File: config.mk
export PLATFORM = sky130hd
export DESIGN_NAME = fp_addsub_arbiter_flat
export DESIGN_NICKNAME = d
export VERILOG_FILES = /design/src/rtl/fp_addsub_arbiter_if.sv /design/src/rtl/fp_addsub_arbiter.sv /design/src/flat_wrapper.sv
export SDC_FILE = /design/constraint.sdc
export NUM_CORES = 1
export LEC_CHECK = 0
export ABC_CLOCK_PERIOD_IN_PS = 2500
export CELL_PAD_IN_SITES_DETAIL_PLACEMENT = 0
export CELL_PAD_IN_SITES_GLOBAL_PLACEMENT = 1
export CORE_ASPECT_RATIO = 2
export CORE_UTILIZATION = 22
export CTS_CLUSTER_DIAMETER = 30
export CTS_CLUSTER_SIZE = 10
export DETAILED_ROUTE_END_ITERATION = 12
export MAX_ROUTING_LAYER = met4
export PLACE_DENSITY = 0.77
export SETUP_SLACK_MARGIN = 0.02
export SYNTH_ARGS = -nofsm -noshare
export SYNTH_HDL_FRONTEND = slang
export SYNTH_SLANG_ARGS = --single-unit
File: constraint.sdc
create_clock -name clk -period 2.5 [get_ports clk]
set_input_delay 0.5 -clock clk [delete_from_list [all_inputs] [get_ports clk]]
set_output_delay 0.5 -clock clk [all_outputs]
set_load 0.01 [all_outputs]
File: src/rtl/fp_addsub_arbiter_if.sv
// Request and response channels between requesters, the shared-adder
// arbiter and the response consumer.
interface fp_addsub_arbiter_if #(
    parameter int NREQ = 4,
    parameter int IDW  = 2
);
    logic [NREQ-1:0]    req_valid;
    logic [NREQ-1:0]    req_ready;
    logic [NREQ*32-1:0] req_a;
    logic [NREQ*32-1:0] req_b;
    logic [NREQ-1:0]    req_sub;
    logic               rsp_valid;
    logic               rsp_ready;
    logic [IDW-1:0]     rsp_id;
    logic [31:0]        rsp_res;
    logic [2:0]         rsp_flags;

    modport master (
        output req_valid, req_a, req_b, req_sub, rsp_ready,
        input  req_ready, rsp_valid, rsp_id, rsp_res, rsp_flags
    );

    modport slave (
        input  req_valid, req_a, req_b, req_sub, rsp_ready,
        output req_ready, rsp_valid, rsp_id, rsp_res, rsp_flags
    );
endinterface

File: src/rtl/fp_addsub_arbiter.sv
// Round-robin scheduler sharing one combinational FP adder/subtractor
// among NREQ requesters; one operation in flight, tagged response.
module fp_addsub_arbiter #(
    parameter int NREQ = 4,
    parameter int IDW  = 2
) (
    input  logic                clk,
    input  logic                rst_n,
    fp_addsub_arbiter_if.slave  bus,
    output logic [31:0]         fpu_a,
    output logic [31:0]         fpu_b,
    input  logic [31:0]         fpu_res,
    input  logic                fpu_uf,
    input  logic                fpu_of,
    input  logic                fpu_exc,
    output logic                busy
);
    localparam logic [1:0] S_IDLE = 2'd0;
    localparam logic [1:0] S_EXEC = 2'd1;
    localparam logic [1:0] S_RESP = 2'd2;

    logic [1:0]     r_state;
    logic [IDW-1:0] r_rr_ptr;
    logic [IDW-1:0] r_id_q;
    logic [31:0]    r_fpu_a;
    logic [31:0]    r_fpu_b;
    logic [31:0]    r_rsp_res;
    logic [2:0]     r_rsp_flags;
    logic [IDW-1:0] r_rsp_id;
    logic           r_busy;

    logic           w_found;
    logic [IDW-1:0] w_gidx;
    logic [IDW-1:0] w_next_ptr;
    logic [31:0]    w_a;
    logic [31:0]    w_b;
    logic           w_sub;

    // First valid requester at or after rr_ptr, wrapping modulo NREQ
    always_comb begin
        int j;
        w_found = 1'b0;
        w_gidx  = '0;
        for (int k = 0; k < NREQ; k++) begin
            j = int'(r_rr_ptr) + k;
            if (j >= NREQ) j = j - NREQ;
            if (!w_found && bus.req_valid[j]) begin
                w_found = 1'b1;
                w_gidx  = IDW'(j);
            end
        end
    end

    always_comb begin
        w_a   = '0;
        w_b   = '0;
        w_sub = 1'b0;
        for (int k = 0; k < NREQ; k++) begin
            if (w_gidx == IDW'(k)) begin
                w_a   = bus.req_a[32*k +: 32];
                w_b   = bus.req_b[32*k +: 32];
                w_sub = bus.req_sub[k];
            end
        end
    end

    always_comb begin
        bus.req_ready = '0;
        if (rst_n && r_state == S_IDLE && w_found)
            bus.req_ready[w_gidx] = 1'b1;
    end

    assign w_next_ptr = (w_gidx == IDW'(NREQ - 1)) ? '0 : w_gidx + 1'b1;

    always_ff @(posedge clk) begin
        if (!rst_n) begin
            r_state     <= S_IDLE;
            r_rr_ptr    <= '0;
            r_id_q      <= '0;
            r_fpu_a     <= '0;
            r_fpu_b     <= '0;
            r_rsp_res   <= '0;
            r_rsp_flags <= '0;
            r_rsp_id    <= '0;
            r_busy      <= 1'b0;
        end else begin
            case (r_state)
                S_IDLE: begin
                    if (w_found) begin
                        r_fpu_a  <= w_a;
                        r_fpu_b  <= {w_b[31] ^ w_sub, w_b[30:0]};
                        r_id_q   <= w_gidx;
                        r_rr_ptr <= w_next_ptr;
                        r_state  <= S_EXEC;
                        r_busy   <= 1'b1;
                    end
                end
                S_EXEC: begin
                    r_rsp_res   <= fpu_res;
                    r_rsp_flags <= {fpu_exc, fpu_of, fpu_uf};
                    r_rsp_id    <= r_id_q;
                    r_state     <= S_RESP;
                end
                S_RESP: begin
                    if (bus.rsp_ready) begin
                        r_state <= S_IDLE;
                        r_busy  <= 1'b0;
                    end
                end
                default: begin
                    r_state <= S_IDLE;
                    r_busy  <= 1'b0;
                end
            endcase
        end
    end

    assign fpu_a         = r_fpu_a;
    assign fpu_b         = r_fpu_b;
    assign busy          = r_busy;
    assign bus.rsp_valid = (r_state == S_RESP);
    assign bus.rsp_res   = r_rsp_res;
    assign bus.rsp_flags = r_rsp_flags;
    assign bus.rsp_id    = r_rsp_id;
endmodule

File: src/flat_wrapper.sv
// flat-port wrapper written by rule: the top's interface ports become plain ports
module fp_addsub_arbiter_flat 
#(
    parameter int NREQ = 4,
    parameter int IDW  = 2
)
  (clk, rst_n, fpu_a, fpu_b, fpu_res, fpu_uf, fpu_of, fpu_exc, busy, bus_req_valid, bus_req_a, bus_req_b, bus_req_sub, bus_rsp_ready, bus_req_ready, bus_rsp_valid, bus_rsp_id, bus_rsp_res, bus_rsp_flags);
  fp_addsub_arbiter_if #(.NREQ(NREQ), .IDW(IDW)) bus_i ();
  input  logic clk;
  input  logic rst_n;
  output logic [31:0] fpu_a;
  output logic [31:0] fpu_b;
  input  logic [31:0] fpu_res;
  input  logic fpu_uf;
  input  logic fpu_of;
  input  logic fpu_exc;
  output logic busy;
  input wire logic [$bits(bus_i.req_valid)-1:0] bus_req_valid;
  input wire logic [$bits(bus_i.req_a)-1:0] bus_req_a;
  input wire logic [$bits(bus_i.req_b)-1:0] bus_req_b;
  input wire logic [$bits(bus_i.req_sub)-1:0] bus_req_sub;
  input wire logic [$bits(bus_i.rsp_ready)-1:0] bus_rsp_ready;
  output wire logic [$bits(bus_i.req_ready)-1:0] bus_req_ready;
  output wire logic [$bits(bus_i.rsp_valid)-1:0] bus_rsp_valid;
  output wire logic [$bits(bus_i.rsp_id)-1:0] bus_rsp_id;
  output wire logic [$bits(bus_i.rsp_res)-1:0] bus_rsp_res;
  output wire logic [$bits(bus_i.rsp_flags)-1:0] bus_rsp_flags;
  assign bus_i.req_valid = bus_req_valid;
  assign bus_i.req_a = bus_req_a;
  assign bus_i.req_b = bus_req_b;
  assign bus_i.req_sub = bus_req_sub;
  assign bus_i.rsp_ready = bus_rsp_ready;
  assign bus_req_ready = bus_i.req_ready;
  assign bus_rsp_valid = bus_i.rsp_valid;
  assign bus_rsp_id = bus_i.rsp_id;
  assign bus_rsp_res = bus_i.rsp_res;
  assign bus_rsp_flags = bus_i.rsp_flags;
  fp_addsub_arbiter #(.NREQ(NREQ), .IDW(IDW)) u_core (.clk(clk), .rst_n(rst_n), .bus(bus_i), .fpu_a(fpu_a), .fpu_b(fpu_b), .fpu_res(fpu_res), .fpu_uf(fpu_uf), .fpu_of(fpu_of), .fpu_exc(fpu_exc), .busy(busy));
endmodule
==> flow_summary_export.csv, run 1 <==
group,metric,value,unit
global_route,gr-total-overflow,0,
setup_path,r2r_cells,12,
clocking,cts_tree,"done",
pwr,p_leak,3.89,nW
synth,synth_cell_types,37,
synth,synth_area,6040,um^2
global_route,grt_pass1_vias,6916,
drt,postRouteAntennaNets,0,
die,dieArea,28100,um^2
timing,rsz0062_at_grt,"yes",
timing,timing.final.crit_period,2.42,ns
synth,ys_top_cells_by_area,"dfxtp_1 (36%), a221o_1 (10%), a21oi_2 (8.9%), nand2b_1 (6.6%), a21oi_1 (5.6%)",
die,dieWidth,119,um
clocking,clock_path_buffers,2,
drt,avgRoutedWirePerCell,18.7,um
synth,yosysTopAreaCell,"dfxtp_1",
global_route,grt_use_total,19.9,%
final_layout,drive_gt1_share,12.6,%
drt,dr.pass1.iters,5,
drt,routed-via-count,6946,
pwr,p_seq_share,30.5,%
die,start_util,22.4,%
pwr,switchingPower,2.52,mW
drt,viasPerCell,4.73,
clocking,numCtsBuffers,9,
final_layout,fin_nets,1420,
run,drv_cap,0,
timing,slew_violations,0,
timing,max_freq,413,MHz
die,top_level_ports,409,
final_layout,n_fill_cell,2733,
global_route,antenna_found_initial,2,
global_route,grt_start_max_net_pins,86,
setup_path,cp.required,2.00,ns
synth,yosysWarningCount,0,
timing,finClkSkew,0.0117,ns
die,rows,85,
setup_path,r2r_end,"u_core.fpu_b[16]",
synth,yosysTopAreaCellShare,35.8,%
synth,synth_nets,1043,
timing,report.final.hold_viol_count,0,
run_status,status,"complete, no violations",
min_path,holdCritStartpoint,"u_core.bus.rsp_res[10]",
clocking,h-tree-depth,3,
synth,synth.avg_cell_area,8.19,um^2
timing,max-slew-margin-rel,45.7,%
pwr,clockPowerShare,22.1,%
final_layout,fin_area,11000,um^2
synth,ys_ff_latch,108,
placed_design,gp_congestion,0.901,
setup_path,crit_start,"bus_req_valid[1]",
placed_design,io_buffers,408,
setup_path,r2r_start,"u_core.r_rr_ptr[0]",
pwr,irDropWorstVdd,0.000309,V
drt,remaining_drc_errors,0,
pwr,p_int,4.52,mW
final_layout,areaGrowthSynthToFinish,81.6,%
die,core,26900,um^2
timing,tightest_slew,0.814,ns
setup_path,cp_max_fo,3,
clocking,cts.sinks,108,
global_route,grt_pass1_wl,41.3,mm
synth,synthCells,737,
die,die_y,236,um
placed_design,dp_hpwl,20.4,mm
timing,period_share,96.9,%
timing,whs,0.465,ns
final_layout,fin_util,40.7,%
pwr,p_comb_share,47.5,%
drt,routed_wl,27.4,mm
placed_design,place_area,10600,um^2
clocking,clkTransAtPathRegs,0.07,ns
min_path,whs_path_depth,2,
clocking,clk-insertion-delay-late,0.37,ns
pwr,power_density,642,nW/um^2
setup_path,path_class,"input port to primary output",
min_path,min_to,"u_core.bus.rsp_res[10]",
clocking,cts_root_buf,"clkbuf_16",
setup_path,crit_arrival,1.92,ns
setup_path,end_kind,"primary output",
setup_path,critPathLaunchType,"input port",
timing,setup_viol,0,
pwr,swShare,35.8,%
drt,drtIter0Drc,325,
setup_path,rrSetupSlack,0.16,ns
synth,seq_area_frac_synth,35.8,%
min_path,hold_path_class,"flip-flop to flip-flop",
==> cells in the mapped netlist <==
cell type    n
nand3_1     63
inv_1        4
o21bai_1     1
a21boi_1     1
o21ai_1      9
o311ai_0     1
a21oi_2     61
o21ba_2      1
or2_2        2
o31ai_1      3
a221o_1     62
nor2b_1      7
and2_1       2
and3_1       4
buf_1        5
nor4_4       1
dfxtp_1    108
a21boi_0    39
nor2_1       7
buf_2       16
buf_6        2
or3_4        1
a31oi_1      3
nand2_1     80
nor3_4       1
ha_1         4
a22oi_1      1
o31a_1       1
a211oi_1     1
buf_12       3
xor2_1       3
a21oi_1     67
clkbuf_1    50
nand3b_1     1
nand2b_1    64
xnor2_1      1
o21ai_0     57
==> registers in the layout, summed over array words and instances, names as in the netlist <==
signal	flops
u_core.r_id_q	2
u_core.fpu_b	32
u_core.bus.rsp_res	32
u_core.bus.rsp_id	2
u_core.fpu_a	32
u_core.busy	1
u_core.r_rr_ptr	2
u_core.bus.rsp_flags	3
u_core.r_state	2
==> power by group through the flow <==
stage	Combinational [mW]	Clock, mW	Sequential [mW]
final	3.34	1.55	2.14
after global placement	3.33	0	2.17
after CTS	3.38	1.61	2.14
after floorplan	1.59	0	2.28
after global routing	3.62	1.69	2.18
after detailed placement	3.35	0	2.18
==> routing by layer <==
layer / vias up / share of wire, % / global-route usage (%)
met4: 0 / 2.7 / 7.86
li1: 3425 / - / -
met1: 3242 / 37 / 20.4
met2: 241 / 56 / 36.6
met3: 38 / 4.8 / 3.84
met5: - / 0 / -
==> through the flow <==
| step | setup WS (ns) | setup TNS [ns] | std cells | power (mW) |
|---|---|---|---|---|
| after global routing | -0.0148 | -0.0148 | 1469 | 7.48 |
| after floorplan | 0.0226 | 0 | 737 | 3.87 |
| final | 0.0779 | 0 | 1469 | 7.04 |
| after CTS | 0.0215 | 0 | 1467 | 7.13 |
| after global placement | -0.711 | -36.57 | 1449 | 5.50 |
| after detailed placement | -0.755 | -40.65 | 1449 | 5.52 |
==> worst max-delay path by stage <==
stage,end,slack (ns)
6_report,bus_req_ready[2],0.08
5_1_grt,bus_req_ready[0],-0.01
4_1_cts,bus_req_ready[2],0.02
3_5_place_dp,bus_req_ready[2],-0.76
3_3_place_gp,bus_req_ready[3],-0.71
2_1_floorplan,bus_req_ready[2],0.02
==> critical path, cell delays in order <==
cell	delay, ns
clkdlybuf4s15_1	0.26
nor2b_4	0.07
o31a_1	0.31
or2_4	0.27
buf_6	0.12
ha_4	0.14
and3_4	0.14
buf_6	0.11
==> cell type report <==
| class | count | area, um^2 | area share, % |
|---|---|---|---|
| Antenna cell | 2 | 5.00 | 0.0457 |
| Clock buffer | 9 | 225 | 2.06 |
| Clock inverter | 7 | 81.3 | 0.742 |
| Inverter | 4 | 17.5 | 0.160 |
| Multi-Input combinational cell | 549 | 3590 | 32.7 |
| Sequential cell | 108 | 2170 | 19.8 |
| Tap cell | 348 | 435 | 3.97 |
| Timing Repair Buffer | 442 | 4440 | 40.5 |
==> cells in the final DEF (no fill, tap or decap), types with 2 or more instances in the layout <==
cell,n
clkdlybuf4s50_1,399
dfxtp_1,107
nand2_1,80
a21oi_1,67
nand2b_1,64
nand3_1,63
a221o_1,62
a21oi_2,61
o21ai_0,56
a21boi_0,39
buf_4,24
buf_12,10
o21ai_1,9
clkbuf_16,9
nor2_1,5
buf_2,4
nor2b_1,3
nor2b_4,3
o31ai_1,3
xor2_1,3
a31oi_1,3
ha_4,3
diode_2,2
or2_4,2
and3_4,2
and3_1,2
and2_1,2
inv_1,2
clkinvlp_4,2
inv_8,2
buf_6,2
==> what timing repair did <==
action                                  4_1_cts  5_1_grt
gates resized for setup                      32       17
pin swaps                                     2        3
hold buffers                                  0        0
buffers inserted                              2        0
endpoints found under the setup margin       68       19
==> cell families after synthesis <==
family                     count (synthesis)  synth area share (%)
DFF                                      108                  35.8
adders and majority gates                  4                 0.829
buffers and inverters                     80                  6.36
AOI/OAI and AO/OA                        308                  36.7
and+or+nand+nor                          233                  19.8
xor gates and xnor gates                   4                 0.581
No activity file was read; power rests on OpenSTA's default activity.
==> run 2, diff against run 1 <==
- SKIP_CTS_REPAIR_TIMING: default -> 1
==> run 2 against run 1 <==
Effect of this change:
- cell count about the same
- maximum frequency is 0.40% higher
- routed wire length fell by 0.18%
- sequential power hardly changed
- non-clock buffer count is 1 lower
- largest power group unchanged
==> flow_summary_export.csv, run 2 (synthesis results as in run 1) <==
group,metric,value,unit
setup_path,path_delay_family,"simple AND/OR/NAND/NOR gates",
timing,whs,0.466,ns
pwr,clockPowerShare,22.1,%
die,top_level_ports,409,
min_path,whs_path_depth,2,
global_route,grt_use_total,19.9,%
pwr,swShare,35.7,%
final_layout,final_common_cell,"clkdlybuf4s50_1",
clocking,numCtsBuffers,9,
clocking,cts_root_buf,"clkbuf_16",
setup_path,rrSetupSlack,0.17,ns
clocking,clk-insertion-delay-late,0.37,ns
timing,finClkSkew,0.0102,ns
setup_path,crit_start,"bus_req_valid[2]",
final_layout,drive_gt1_share,12.2,%
drt,dr.pass1.iters,5,
setup_path,crit_arrival,1.91,ns
clocking,cts_tree,"done",
pwr,switchingPower,2.51,mW
global_route,grt_pass1_wl,41.2,mm
placed_design,gp_congestion,0.901,
timing,tightest_slew,0.821,ns
die,core,26900,um^2
setup_path,r2r_end,"u_core.fpu_b[16]",
timing,period_share,96.5,%
timing,slew_violations,0,
setup_path,cp_max_fo,3,
drt,postRouteAntennaNets,0,
die,dieWidth,119,um
clocking,clkTransAtPathRegs,0.07,ns
drt,remaining_drc_errors,0,
placed_design,place_ws,-0.755,ns
die,dieArea,28100,um^2
setup_path,crit_slowest_cell,"o31a_1",
setup_path,path_depth,8,
run_status,status,"complete, no violations",
pwr,p_leak,3.93,nW
drt,routed-via-count,6958,
placed_design,io_buffers,408,
clocking,cts.sinks,108,
die,rows,85,
drt,avgRoutedWirePerCell,18.7,um
drt,drtIter0Drc,312,
setup_path,path_class,"input port to primary output",
setup_path,r2r_cells,12,
timing,timing.final.crit_period,2.41,ns
timing,max_freq,415,MHz
final_layout,areaGrowthSynthToFinish,81.5,%
global_route,gr-total-overflow,0,
global_route,antenna_found_initial,2,
run,drv_cap,0,
setup_path,critPathBufInv,3,
setup_path,slowest_delay,0.32,ns
clocking,h-tree-depth,3,
final_layout,final_cell_mix,"clkdlybuf4s50_1 (399), dfxtp_1 (107), nand2_1 (80)",
timing,max-slew-margin-rel,45.3,%
pwr,irDropWorstVdd,0.000308,V
setup_path,cpMostUsedCell,"buf_6",
setup_path,crit_path_end,"bus_req_ready[2]",
pwr,p_comb_share,47.4,%
die,start_util,22.4,%
setup_path,r2r_start,"u_core.r_rr_ptr[0]",
final_layout,fin_nets,1419,
clocking,clock_path_buffers,2,
pwr,p_int,4.52,mW
timing,rsz0062_at_grt,"no",
timing,report.final.hold_viol_count,0,
die,die_y,236,um
setup_path,cp_cell_sequence,"dlymetal6s2s_1 -> nor2b_4 -> o31a_1 -> or2_4 -> buf_6 -> ha_4 -> and3_4 -> buf_6",
drt,routed_wl,27.4,mm
global_route,grt_start_max_net_pins,86,
global_route,grt_pass1_vias,6903,
pwr,p_seq_share,30.5,%
setup_path,critPathLaunchType,"input port",
timing,setup_viol,0,
setup_path,end_kind,"primary output",
drt,viasPerCell,4.74,
placed_design,dp_hpwl,20.4,mm
timing,worst_slack,0.0875,ns
min_path,hold_path_class,"flip-flop to flip-flop",
setup_path,cp.required,2.00,ns
pwr,power_density,642,nW/um^2
-- run 2: per-layer routing --
| layer | wire (um) | vias to the layer above | GRT usage [%] |
|---|---|---|---|
| met5 | 0 | - | - |
| met2 | 15200 | 266 | 36.5 |
| met1 | 10100 | 3234 | 20.4 |
| li1 | - | 3420 | - |
| met3 | 1380 | 38 | 3.82 |
| met4 | 738 | 0 | 7.86 |
-- run 2: worst min-delay path: cells and delay by family, from the launching register on --
kind | cells | cell delay, ns
flip-flops | 1 | 0.31
AO/OA/AOI/OAI | 1 | 0.06
AND/OR/NAND/NOR | 1 | 0.04
-- run 2: area by class of cell --
class                      count  area [um^2]
fill                        2739        16000
timing repair buffer         441         4450
multi-input combinational    549         3570
sequential                   108         2170
tap                          348          435
clock buffer                   9          225
clock inverter                 7         81.3
inverter                       4         17.5
antenna                        2         5.00
-- run 2: worst min path at each step --
stage / endpoint / from / slack, ns
finish: u_core.bus.rsp_res[10] / u_core.bus.rsp_res[10] / 0.47
global placement: u_core.bus.rsp_res[10] / u_core.bus.rsp_res[10] / 0.45
floorplan: u_core.bus.rsp_id[0] / u_core.r_id_q[0] / 0.44
global route: u_core.bus.rsp_res[2] / u_core.bus.rsp_res[2] / 0.49
CTS: u_core.bus.rsp_res[0] / u_core.bus.rsp_res[0] / 0.47
detailed placement: u_core.bus.rsp_res[2] / u_core.bus.rsp_res[2] / 0.46
-- run 2: per-stage QoR --
stage	total power, mW	std cells	TNS, ns	util (%)	cell area [um^2]
3_5_place_dp	5.52	1449	-40.65	39.3	10600
4_1_cts	7.12	1465	-15.40	40.5	10900
5_1_grt	7.46	1468	0	40.7	11000
6_report	7.03	1468	0	40.7	11000
3_3_place_gp	5.50	1449	-36.57	39.3	10600
2_1_floorplan	3.87	737	0	-	6040
-- run 2: power by group through the flow --
stage,logic [mW],registers (mW),clock network [mW]
2_1_floorplan,1.59,2.28,0
3_3_place_gp,3.33,2.17,0
3_5_place_dp,3.35,2.18,0
4_1_cts,3.36,2.14,1.61
5_1_grt,3.60,2.18,1.69
6_report,3.33,2.14,1.55
==> patch, RTL diff (settings of run 1) <==
`NREQ` is set to 4 in 3 places; all go to 3.
--- a/src/rtl/fp_addsub_arbiter_if.sv
+++ b/src/rtl/fp_addsub_arbiter_if.sv
@@ -3,3 +3,3 @@
 interface fp_addsub_arbiter_if #(
-    parameter int NREQ = 4,
+    parameter int NREQ = 3,
     parameter int IDW  = 2
--- a/src/rtl/fp_addsub_arbiter.sv
+++ b/src/rtl/fp_addsub_arbiter.sv
@@ -3,3 +3,3 @@
 module fp_addsub_arbiter #(
-    parameter int NREQ = 4,
+    parameter int NREQ = 3,
     parameter int IDW  = 2
--- a/src/flat_wrapper.sv
+++ b/src/flat_wrapper.sv
@@ -3,3 +3,3 @@
 #(
-    parameter int NREQ = 4,
+    parameter int NREQ = 3,
     parameter int IDW  = 2
Ports: changed (5 resized); port bits go from 409 to 342. No check against the original RTL was run, so the function may have changed too.
==> patch against run 1 <==
- the run now ends with negative setup slack left
- synthesized area shrank 7.8%
- setup slack worse by 310 ps
- sequential cell count did not move
- synthesized cell count decreased by 16%
- register-to-register slack worse by 320 ps
- wire length is 13% lower
- design area is 0.63% lower
Power is not compared: it rests on default switching activity, and its combinational part moved more than twofold at a synthesized area within 25%.
==> patch: results (changes against run 1) <==
| Metric | Value |
|---|---|
| Outcome | complete, but fails checks (was complete, no violations) |
| Failing checks | negative setup slack |
| First-pass GRT wire length | 33350 um (was 41340 um) |
| Total wire length | 23870 um (was 27440 um) |
| Antenna-violating nets left | 0 (unchanged) |
| DR WL met3 | 1286 um (was 1310 um) |
| Synth area leaders | dfxtp_1, mux2i_1, nand2_1, a21boi_0, a211oi_2 (was dfxtp_1, a221o_1, a21oi_2, nand2b_1, a21oi_1) |
| Worst Skew | 8.003 ps (was 11.71 ps) |
| Synth cell count leaders | nand2_1, dfxtp_1, mux2i_1 (was dfxtp_1, nand2_1, a21oi_1) |
| Setup-failing EPs final | 45 (was 0) |
| Number of global-route vias before repair | 5852 (was 6916) |
| WL met2 | 13220 um (was 15240 um) |
| GP Congestion | 0.8756 (was 0.9006) |
| R2r setup slk | -160 ps (was 160 ps) |
| DR pass1 iterations | 4 (was 5) |
| Port Buf Inserts | 341 (was 408) |
| Worst-path fanout max | 6 (was 3) |
| GRT Total Usage | 0.1811 (was 0.1994) |
| M1 WL | 8504 um (was 10150 um) |
| Largest stage delay on the critical path | 410 ps (was 310 ps) |
| Final worst slack | -228.2 ps (was 77.86 ps) |
| Worst EP arrival | 2230 ps (was 1920 ps) |
| Placed inst area | 0.009538 mm^2 (was 0.01058 mm^2) |
| Routed vias | 5950 (was 6946) |
| Fin nets | 1220 (was 1420) |
| Initial antenna violation count | 3 (was 2) |
| Syn nets | 857 (was 1043) |
| Top delay family on crit path | simple AND/OR/NAND/NOR gates (was buffers and inverters) |
| Sequential fraction of the synthesis area | 0.3883 (was 0.3582) |
| Fraction of registers with async set or reset after synthesis | 0 (unchanged) |
| Post-synth cell types | 40 (was 37) |
| Largest net degree at the start of global routing | 108 (was 86) |
## patch: final cells by class
class / instances / area [um^2]
Timing Repair Buffer: 408 / 4375
Multi-Input combinational cell: 446 / 3608
Sequential cell: 108 / 2170
Inverter: 7 / 31.28
Clock inverter: 5 / 35.03
Antenna cell: 3 / 7.507
Clock buffer: 11 / 242.7
Fill cell: 2438 / 14040
Tap cell: 336 / 420.4
## patch: kinds of logic after synthesis
group,after synthesis,synth area share
xor gates and xnor gates,1,0.001573
adders and majority gates,4,0.008989
buffers and inverters,63,0.05618
and+or+nand+nor,186,0.1357
muxes,67,0.1204
AOI/OAI and AO/OA,188,0.2888
DFF,108,0.3883
## patch: worst min-delay path, cell delays in order, from the launching register on
cell and delay, ps:
dfxtp_1 310, nand2_1 40, a21boi_0 60
## patch: stage by stage
stage,instances,hold WS [ps],setup WS [ps],setup TNS [ps]
6_report,1324,462.4,-228.2,-3763
5_1_grt,1324,485.6,-304.5,-7781
4_1_cts,1313,466.4,-233.2,-3813
3_5_place_dp,1276,455.7,-642.2,-28520
3_3_place_gp,1276,449.7,-609.8,-26420
2_1_floorplan,617,441.1,20.41,0
## patch: worst paths after layout
| check | from | end | cells after the start |
|---|---|---|---|
| min | u_core.fpu_a[17] | u_core.fpu_a[17] | 2 |
| min reg2reg | u_core.fpu_a[17] | u_core.fpu_a[17] | 2 |
| max | u_core.r_rr_ptr[0] | bus_req_ready[0] | 9 |
| max reg2reg | u_core.r_rr_ptr[1] | u_core.fpu_b[21] | 13 |
## patch: metal layers
metal  up-vias  GRT usage
met2       195     0.3308
li1       2930          -
met3        38    0.04100
met1      2787     0.1759
met4         0    0.09384
met5         -          -
## patch: what timing repair did
action                                  4_1_cts  5_1_grt
endpoints found under the setup margin       67       67
buffers inserted                             10        8
pin swaps                                    10       29
cloned                                       11        3
resized for setup                            78       64
## patch: power breakdown
| group | internal (W) | switching, W |
|---|---|---|
| Combinational | 0.00556 | 0.00480 |
| Clock | 0.000709 | 0.000714 |
| Sequential | 0.00229 | 0.000293 |
| Total | 0.00856 | 0.00581 |
